<file path="src/rtl/pri_encoder_arb.sv">
// pri_encoder_arb: registered N-to-log2(N) priority encoder with pending-event capture and a valid/ready output stage.
// Define PRI_ENC_ROUND_ROBIN_EN for round-robin selection; the default build uses fixed priority (bit N-1 highest).
module pri_encoder_arb #(
   parameter int N = 4
) (
   input  logic                 clk,
   input  logic                 rst,
   input  logic [N-1:0]         req_i,
   input  logic                 ready_i,
   output logic [$clog2(N)-1:0] code_o,
   output logic                 valid_o,
   output logic [N-1:0]         pending_o,
   output logic                 overflow_o
);
   localparam int W = $clog2(N);
   localparam logic [N-1:0] ONE_N = {{(N-1){1'b0}}, 1'b1};

   logic [N-1:0] pend_r;
   logic [W-1:0] code_r;
   logic         valid_r;
   logic         overflow_r;

   logic         free_s;
   logic         found_s;
   logic         load_s;
   logic [W-1:0] sel_s;
   logic [N-1:0] load_mask_s;

   // Fixed priority: the highest set index wins.
   function automatic logic [W-1:0] pick_fixed(input logic [N-1:0] p);
      logic [W-1:0] s;
      s = {W{1'b0}};
      for (int i = 0; i < N; i++) begin
         s = p[i] ? W'(i) : s;
      end
      return s;
   endfunction

   // Round-robin: lowest set index above last, otherwise wrap to the lowest set index overall.
   function automatic logic [W-1:0] pick_rr(input logic [N-1:0] p, input logic [W-1:0] last);
      logic [W-1:0] s_hi;
      logic [W-1:0] s_lo;
      logic         f_hi;
      s_hi = {W{1'b0}};
      s_lo = {W{1'b0}};
      f_hi = 1'b0;
      for (int i = N - 1; i >= 0; i--) begin
         s_lo = p[i] ? W'(i) : s_lo;
         s_hi = (p[i] && (W'(i) > last)) ? W'(i) : s_hi;
         f_hi = f_hi | (p[i] && (W'(i) > last));
      end
      return f_hi ? s_hi : s_lo;
   endfunction

   assign free_s      = !valid_r || ready_i;
   assign found_s     = |pend_r;
   assign load_s      = free_s && found_s;
   assign load_mask_s = load_s ? (ONE_N << sel_s) : {N{1'b0}};

`ifdef PRI_ENC_ROUND_ROBIN_EN
   logic [W-1:0] last_r;

   assign sel_s = pick_rr(pend_r, last_r);

   // Round-robin pointer remembers the most recently loaded line.
   always_ff @(posedge clk) begin
      if (rst) begin
         last_r <= W'(N - 1);
      end else if (load_s) begin
         last_r <= sel_s;
      end else begin
         last_r <= last_r;
      end
   end
`else
   assign sel_s = pick_fixed(pend_r);
`endif

   // Pending capture, output stage and overflow flag; selection only ever sees the registered pend_r.
   always_ff @(posedge clk) begin
      if (rst) begin
         pend_r     <= {N{1'b0}};
         code_r     <= {W{1'b0}};
         valid_r    <= 1'b0;
         overflow_r <= 1'b0;
      end else begin
         pend_r     <= (pend_r & ~load_mask_s) | req_i;
         overflow_r <= |(req_i & pend_r & ~load_mask_s);
         if (load_s) begin
            valid_r <= 1'b1;
            code_r  <= sel_s;
         end else if (free_s) begin
            valid_r <= 1'b0;
            code_r  <= code_r;
         end else begin
            valid_r <= valid_r;
            code_r  <= code_r;
         end
      end
   end

   assign code_o     = code_r;
   assign valid_o    = valid_r;
   assign pending_o  = pend_r;
   assign overflow_o = overflow_r;

endmodule

</file>
<file path="config.mk">
export PLATFORM = sky130hd
export DESIGN_NAME = pri_encoder_arb
export DESIGN_NICKNAME = d
export VERILOG_FILES = /design/src/rtl/pri_encoder_arb.sv
export SDC_FILE = /design/constraint.sdc
export NUM_CORES = 1
export LEC_CHECK = 0
export CAP_MARGIN = 20
export CELL_PAD_IN_SITES_DETAIL_PLACEMENT = 1
export CELL_PAD_IN_SITES_GLOBAL_PLACEMENT = 1
export CORE_UTILIZATION = 28
export CTS_BUF_LIST = sky130_fd_sc_hd__clkbuf_4 sky130_fd_sc_hd__clkbuf_8 sky130_fd_sc_hd__clkbuf_16
export DETAILED_ROUTE_END_ITERATION = 7
export PLACE_DENSITY_LB_ADDON = 0.3
export SLEW_MARGIN = 10
export SYNTH_ARGS = -nofsm -noshare
export SYNTH_HDL_FRONTEND = slang
export SYNTH_SLANG_ARGS = --single-unit
</file>
<file path="constraint.sdc">
create_clock -name clk -period 1.5 [get_ports clk]
set_input_delay 0.15 -clock clk [delete_from_list [all_inputs] [get_ports clk]]
set_output_delay 0.15 -clock clk [all_outputs]
set_load 0.03 [all_outputs]
</file>
==> run metrics <==
# rows=12; worst stage delay on the critical path=680 ps; combinational power share=0.293; Crit Reg-Reg Endpoint=overflow_o; Commonest cells post-synth=8 x dfxtp_1, 6 x a21oi_1, 4 x inv_1, 2 x o21ai_1; GR Util met1=0.174; PostCTS Resize Cnt=0; Starting Density=0.317; sequential share of power=0.419; worst slew pin tran=between 600 and 700 ps; Rel. slew slack=0.539; CP cell instances=clkdlybuf4s50_1; 1st-iter DRT viols=2; DR vias=about 350; Max Slew Vio Count=0; post-route DRC violation count=0; Num CTS Buffers=3; Worst EP required=approximately 1400 ps; net count after synthesis=45; share of the synthesized area in the top cell type=0.437; Startpoint Class=flop; routability cong.=a little under 0.8; io pins=15; RSZ-0062 raised after global routing=false; Cell Count, Final, Fillers Out=71; critical path's slowest cell=clkdlybuf4s50_1; HPWL Detailed=745 µm; Critical Path Start=valid_o; vias in the first global route=around 360; Synth cell types=22; Max-cap violations=0; Switch Pwr=169 µW; post-layout min period=between 1000 and 1500 ps; placed cells=68; Detailed Routing Iterations Pass 1=2; M2 GR Usage=0.284; Total GRT Usage=0.164; Syn-to-layout area delta=53.2%; Final Net Count=between 60 and 70; worst vdd ir=472 µV; met3 usage=0.0407; Bufs and invs on worst path=1; Worst-path clk slew=roughly 60 ps; CTS sink cnt=8; core region area=around 1200 µm²; # diodes=0; synth top area cells=dfxtp_1 44%, a21oi_1 8.2%, nor4_4 5.8%, o311ai_2 4.4%, inv_1 4.1%; die height=38.2 µm; hold path cells=3; layout cells sized above 1=0.211; vias per cell=about 4.9; antenna violations before repair=0; Int Pwr=400 µW; Clk pwr share=0.289; die width=~38 µm; Top FF cell, synth=dfxtp_1; Switching Share=0.297; CP delay by family, top=buffers and inverters; flops & latches, synth=8; pwr dens=roughly 1000 nW/µm²; worst min path class=input pin to flop; wire length per cell=13.3 µm; Final ANT Viol Nets=0; Worst-Skew Late Latency=~250 ps; synthesized area=367 µm²; reg2reg setup slack=140 ps; post-synthesis sequential area ratio=0.437; final setup vio count=0; remaining global-route overflow=0; largest net degree at the start of global routing=11; CTS tree=yes; Hold Crit Endpoint=pending_o[1]; Async SR Flop Fraction=0; gr busiest metal=met2; cell with the most instances after synthesis=dfxtp_1; CTS Hold Bufs=0; EDFF count, synth=0; clk buf depth=2; Critical Path AT=~1300 ps; Leak=0.000216 µW; first-pass GRT wire length=roughly 1600 µm; syn avg cell area=a little under 10 µm²; Tcrit/Tclk final=0.952; FF-to-FF Start=valid_o; Hold Path Origin=req_i[1]; Critical Setup Path Class=flop to primary output; largest area contributor in the netlist=dfxtp_1; status=complete, no violations; Highest Clock Rate=~700 MHz; I/O Buffers=14; root buffer cell=clkbuf_4; Worst Reg-to-Reg Cells=3; die area=roughly 1500 µm²; H-tree lvl count=1; Synth Instances=38; setup bufs post-CTS=0; Synth Warn #=0; Detailed Route WL=between 900 and 1000 µm; post-route setup TNS=0 ps; clk_skew=roughly 5.5 ps; Setup crit end kind=primary output; crit path max fanout=3; final-report hold violation count=0
==> state kept, by name (all words and copies together), names as in the netlist <==
register,flops
pending_o,4
overflow_o,1
code_o,2
valid_o,1
==> power by group through the flow <==
stage | logic, µW | registers (µW) | clock network, µW
3_3_place_gp | 162 | 242 | 0
2_1_floorplan | 51.7 | 287 | 0
3_5_place_dp | 168 | 243 | 0
6_report | 167 | 238 | 164
5_1_grt | 178 | 241 | 179
4_1_cts | 168 | 239 | 169
==> worst max-delay path by stage <==
stage	depth (start not counted)	slack (ps)	end
finish	1	70	valid_o
global route	3	20	pending_o[2]
CTS	1	60	valid_o
detailed placement	4	-70	overflow_o
global placement	4	20	overflow_o
floorplan	3	260	code_o[0]
==> cell families (layout without fill, tap and decap cells) <==
| kind of cell | count (synthesis) | in the layout | share of synthesized area |
|---|---|---|---|
| AOI/OAI and AO/OA | 17 | 17 | 0.331 |
| and+or+nand+nor | 7 | 7 | 0.150 |
| buffers and inverters | 6 | 25 | 0.0819 |
| DFF | 8 | 8 | 0.437 |
==> metal layers <==
metal  wire (µm)  vias to the layer above
met5           0                        -
met4           8                        0
met3          65                        2
met2         481                       11
met1         387                      158
li1            -                      178
==> layout by cell type, fill, tap and decap left out <==
cell type and instances:
a2111oi_1 1, a21oi_1 6, a22o_2 1, a31oi_1 1, a32oi_1 1, buf_4 4, clkbuf_4 3, clkdlybuf4s50_1 14
dfxtp_1 8, inv_1 4, nand2_1 1, nand2b_1 1, nor2_1 1, nor2b_1 1, nor3_1 1, nor4_4 1
o211ai_1 1, o21ai_0 1, o21ai_1 2, o21ba_2 1, o311ai_2 1, o31ai_1 1, or2_4 1
==> metrics by stage <==
| stage | power, µW | hold slack [ps] | utilization | area (µm²) | setup WS (ps) |
|---|---|---|---|---|---|
| 6_report | 569 | 478 | 0.486 | 562 | 71.3 |
| 5_1_grt | 598 | 503 | 0.486 | 562 | 16.6 |
| 4_1_cts | 575 | 472 | 0.486 | 562 | 58.0 |
| 3_5_place_dp | 411 | 486 | 0.466 | 539 | -65.2 |
| 3_3_place_gp | 404 | 471 | 0.466 | 539 | 23.6 |
| 2_1_floorplan | 339 | 267 | - | 367 | 261 |
==> cell type report <==
cell class	count	area, µm²
tap	14	17.5
fill	140	594
sequential	8	160
clock buffer	3	22.5
inverter	4	15.0
timing repair buffer	18	170
multi-input combinational	24	176
Note: power is estimated with default switching activity, not from simulation.
